$ cat config.mk
export PLATFORM = sky130hd
export DESIGN_NAME = prio_encoder_pipe
export DESIGN_NICKNAME = d
export VERILOG_FILES = /design/src/rtl/prio_enc_pkg.sv /design/src/rtl/prio_enc_fixed.sv /design/src/rtl/prio_encoder_pipe.sv
export SDC_FILE = /design/constraint.sdc
export NUM_CORES = 1
export LEC_CHECK = 0
export CORE_AREA = 2 2 39 41
export CTS_CLUSTER_DIAMETER = 60
export DETAILED_ROUTE_END_ITERATION = 10
export DIE_AREA = 0 0 41 43
export DONT_BUFFER_PORTS = 1
export PLACE_DENSITY = 0.49
export SLEW_MARGIN = 20
export SYNTH_ARGS = -nofsm -noshare
export SYNTH_HDL_FRONTEND = slang
export SYNTH_SLANG_ARGS = --single-unit
$ cat constraint.sdc
create_clock -name clk -period 3.3 [get_ports clk]
set_clock_uncertainty 0.15 [all_clocks]
set_input_delay 0.33 -clock clk [delete_from_list [all_inputs] [get_ports clk]]
set_output_delay 0.33 -clock clk [all_outputs]
set_load 0.01 [all_outputs]
$ cat src/rtl/prio_enc_pkg.sv
// Shared encodings for the priority encoder family.
package prio_enc_pkg;

  localparam int MODE_ONEHOT = 0;
  localparam int MODE_FIXED  = 1;
  localparam int MODE_RR     = 2;

endpackage

$ cat src/rtl/prio_enc_fixed.sv
// Combinational lowest-set-bit encoder; idx is 0 when no bit is set.
module prio_enc_fixed #(
  parameter int N = 8,
  localparam int W = $clog2(N)
) (
  input  logic [N-1:0] req,
  output logic [W-1:0] idx,
  output logic         none
);

  // Scan downward so the lowest set bit is the last one to win.
  always_comb begin
    idx  = '0;
    none = 1'b1;
    for (int i = N - 1; i >= 0; i--) begin
      if (req[i]) begin
        idx  = W'(i);
        none = 1'b0;
      end
    end
  end

endmodule

$ cat src/rtl/prio_encoder_pipe.sv
// Single-stage registered priority encoder: one-hot check, fixed priority
// or round-robin arbitration selected by MODE, with valid/ready handshakes.
module prio_encoder_pipe
  import prio_enc_pkg::*;
#(
  parameter int N    = 8,
  parameter int MODE = 0,
  localparam int W   = $clog2(N)
) (
  input  logic         clk,
  input  logic         rst_n,
  input  logic         in_valid,
  input  logic [N-1:0] in_data,
  output logic         in_ready,
  output logic         out_valid,
  output logic [W-1:0] out_idx,
  output logic         out_none,
  output logic         out_err,
  input  logic         out_ready
);

  logic [W-1:0] ptr;
  logic [N-1:0] mask;
  logic [N-1:0] masked;
  logic [W-1:0] all_idx;
  logic         all_none;
  logic [W-1:0] msk_idx;
  logic         msk_none;
  logic         multi_hot;
  logic [W-1:0] nxt_idx;
  logic         nxt_err;
  logic         in_xfer;

  assign in_ready = !out_valid || out_ready;
  assign in_xfer  = in_valid && in_ready;

  // Round-robin only considers bits at or above the pointer on the first pass.
  always_comb begin
    mask = '0;
    for (int i = 0; i < N; i++) begin
      mask[i] = (i >= int'(ptr));
    end
  end

  assign masked    = in_data & mask;
  assign multi_hot = |(in_data & (in_data - N'(1)));

  prio_enc_fixed #(.N(N)) u_fix_all (
    .req  (in_data),
    .idx  (all_idx),
    .none (all_none)
  );

  prio_enc_fixed #(.N(N)) u_fix_masked (
    .req  (masked),
    .idx  (msk_idx),
    .none (msk_none)
  );

  always_comb begin
    nxt_idx = all_idx;
    nxt_err = 1'b0;
    if (MODE == MODE_ONEHOT) begin
      nxt_err = multi_hot;
      nxt_idx = multi_hot ? '0 : all_idx;
    end else if (MODE == MODE_RR) begin
      nxt_idx = msk_none ? all_idx : msk_idx;
    end
  end

  always_ff @(posedge clk or negedge rst_n) begin
    if (!rst_n) begin
      out_valid <= 1'b0;
      out_idx   <= '0;
      out_none  <= 1'b0;
      out_err   <= 1'b0;
      ptr       <= '0;
    end else begin
      if (in_xfer) begin
        out_valid <= 1'b1;
        out_idx   <= nxt_idx;
        out_none  <= all_none;
        out_err   <= nxt_err;
        // Pointer moves past the grant and wraps within W bits.
        if (MODE == MODE_RR && !all_none) begin
          ptr <= nxt_idx + W'(1);
        end
      end else if (out_ready) begin
        out_valid <= 1'b0;
      end
    end
  end

endmodule

==> run_results.csv <==
group,metric,value,unit
status,outcome,"finished, final reports clean",
worst_setup_path,cp-end-kind,"flop",
power_and_ir_drop,p_sw,0.0391,mW
worst_setup_path,crit_path_start_kind,"flop",
floorplan,core_area,0.00138,mm2
worst_setup_path,worst-r2r-setup-slack,1.81,ns
worst_setup_path,cp_slowest_stage_delay,0.40,ns
power_and_ir_drop,power_frac_comb,12.2,%
worst_setup_path,crit_slowest_cell,"dfrtp_1",
grt,grt_max_degree,7,
power_and_ir_drop,pwr-share-seq,47.0,%
grt,grt_use_total,11.4,%
layout,n_antenna_cell,0,
power_and_ir_drop,p_leak,0.182,nW
clocking,cts.htree.levels,1,
place,io_buffers,0,
grt,antenna_found_initial,0,
route,wl_per_cell,12.7,um
layout,mostFrequentLayoutCell,"nand2_1",
clocking,cts_buffer_depth,2,
worst_setup_path,endpoint,"out_idx[1]",
power_and_ir_drop,p_int,0.125,mW
synth,synth_nets,57,
power_and_ir_drop,clock_power_share,40.8,%
route,routed_wl,828,um
floorplan,die-height,43,um
timing,slew_violations,0,
grt,grt_pass1_vias,313,
floorplan,rows,14,
power_and_ir_drop,swShare,23.8,%
floorplan,num_io_pins,19,
timing,finalHoldViolCount,0,
clocking,path_clk_slew,0.05,ns
worst_setup_path,crit_fanout,5,
worst_setup_path,crit_required,3.29,ns
floorplan,die_x,41,um
timing,setup_viol,0,
place,gp_congestion,0.671,
clocking,cts_tree,"done",
layout,final_util,32.0,%
flow_run,drv_cap,0,
power_and_ir_drop,ir_drop,0.0958,mV
worst_setup_path,cp_data_arrival_time,1.48,ns
timing,rsz0062_at_grt,"no",
timing,max_slew_margin,80.0,%
route,drtIter0Drc,1,
timing,fin_crit_sh,45.3,%
synth,synthTopCellsByArea,"dfrtp_1 38%, nand2_1 6.7%, nor3_1 6.4%, nor4_4 5.4%, maj3_1 5.1%",
layout,finalNetCount,63,
clocking,cts_root_buffer,"clkbuf_4",
worst_setup_path,crit_start,"out_valid",
floorplan,initial_core_util,28.2,%
worst_setup_path,cp_common_cell,"nand2b_1",
worst_setup_path,cp_cell_sequence,"nand2b_1 > nand3_1 > nand2b_1 > o41ai_2",
grt,grt_remaining_overflow,0,
route,vias,327,
layout,final.fill_count,144,
worst_setup_path,ff2ff_path_depth,4,
route,detail-route-antenna-nets,0,
layout,area_delta_synth_final,13.5,%
timing,period_needed,1.49,ns
synth,syn_avg_cell_area,8.67,um2
timing,fmax,670,MHz
worst_setup_path,r2r_end,"out_idx[1]",
route,via_per_inst,5.03,
clocking,cts_hold_buf,1,
timing,tns,0,ns
synth,yosysTopAreaCell,"dfrtp_1",
synth,ys_seq_area_share,38.5,%
hold_path,min_path_type,"primary input to flop",
layout,layout_common_cells,"7 x nand2_1, 6 x dfrtp_1, 5 x inv_1, 5 x nor3_1, 4 x nor2_1",
route,drc,0,
layout,drive_gt1_share,12.2,%
synth,ys_types,19,
clocking,cts_setup_buffers,0,
synth,ys_ff_latch,6,
synth,yosysWarnings,0,
power_and_ir_drop,power.density,372,mW/mm2
clocking,clock-sinks,6,
grt,grt_pass1_wl,1330,um
clocking,cts_resized,0,
place,pre_cts_ws,1.73,ns
synth,synthCells,45,
worst_setup_path,crit_type,"flop to flop",
synth,netlist.area_leader.share,38.5,%
synth,syn_area,390,um2
power_and_ir_drop,p_total,0.165,mW
route,dr.pass1.iters,5,
floorplan,die_area,0.00176,mm2
clocking,clkLatencyLatePin,0.24,ns
clocking,cts_buffers,3,
timing,worst_pin_slew,0.298,ns
worst_setup_path,r2r_start,"out_valid",
timing,fin_ws,1.81,ns
place,hpwl,660,um
## flip-flops by register name, indices dropped and copies added, names as in the netlist
register,count
out_valid,1
out_err,1
out_none,1
out_idx,3
## routing by layer
metal  part of all wire (%)  global-route usage, %  up-vias
li1                       -                      -      170
met1                     44                   14.4      144
met2                     46                   13.4       13
met3                    8.9                   5.76        0
met4                      0                   10.0        0
met5                      0                      0        -
## power by group through the flow
stage	combinational (mW)	clock (mW)	sequential (mW)
floorplan	0.0157	0	0.0783
global placement	0.0182	0	0.0785
detailed placement	0.0180	0	0.0785
CTS	0.0204	0.0688	0.0774
global route	0.0234	0.0737	0.0777
finish	0.0200	0.0671	0.0774
## worst min-delay path by stage
| stage | startpoint | to | slack (ns) | cells after the start |
|---|---|---|---|---|
| 4_1_cts | in_data[4] | out_none | 0.03 | 1 |
| 5_1_grt | in_data[4] | out_none | 0.02 | 1 |
| 6_report | in_data[1] | out_idx[1] | 0.03 | 1 |
| 3_5_place_dp | rst_n | out_valid | -0.12 | 0 |
| 3_3_place_gp | rst_n | out_idx[2] | -0.12 | 0 |
| 2_1_floorplan | rst_n | out_err | -0.12 | 0 |
## cells by family after synthesis
family	after synthesis	synth area share, %
buffers and inverters	5	4.81
AND/OR/NAND/NOR	22	30.1
AO/OA/AOI/OAI	10	21.5
flip-flops	6	38.5
adder cells (fa/ha/maj)	2	5.13
## metrics by stage
stage,hold WS (ns),instances,instance area (um2)
after global placement,-0.115,61,410
after floorplan,-0.116,45,390
after detailed placement,-0.115,61,410
after CTS,0.0267,65,443
after global routing,0.0207,65,443
final,0.0316,65,443
## Yosys cell counts
cell type / n
nand3_1: 1
nand2b_1: 3
nor4_4: 1
nand4_1: 1
o21ai_1: 1
nand2_1: 7
dfrtp_1: 6
nor3_1: 5
o21a_1: 1
inv_1: 5
a21oi_1: 1
o21ai_0: 1
nor2_1: 4
o32a_1: 1
o41ai_2: 1
a221oi_1: 1
a21boi_2: 1
maj3_1: 2
o31ai_1: 2
## worst max-delay path, delay by kind of cell, from the launching register on
kind / cells / cell delay, ns
AND/OR/NAND/NOR: 3 / 0.56
flip-flops: 1 / 0.40
AO/OA/AOI/OAI: 1 / 0.28
## area by class of cell
cell class	count	area [um2]	area share, %
multi-input cells	34	221	50.0
flip-flops and latches	6	150	33.9
clock buffers	3	22.5	5.08
well taps	16	20.0	4.52
inverters	5	18.8	4.24
repair buffers	1	10.0	2.26
(Power assumes the default switching activity.)
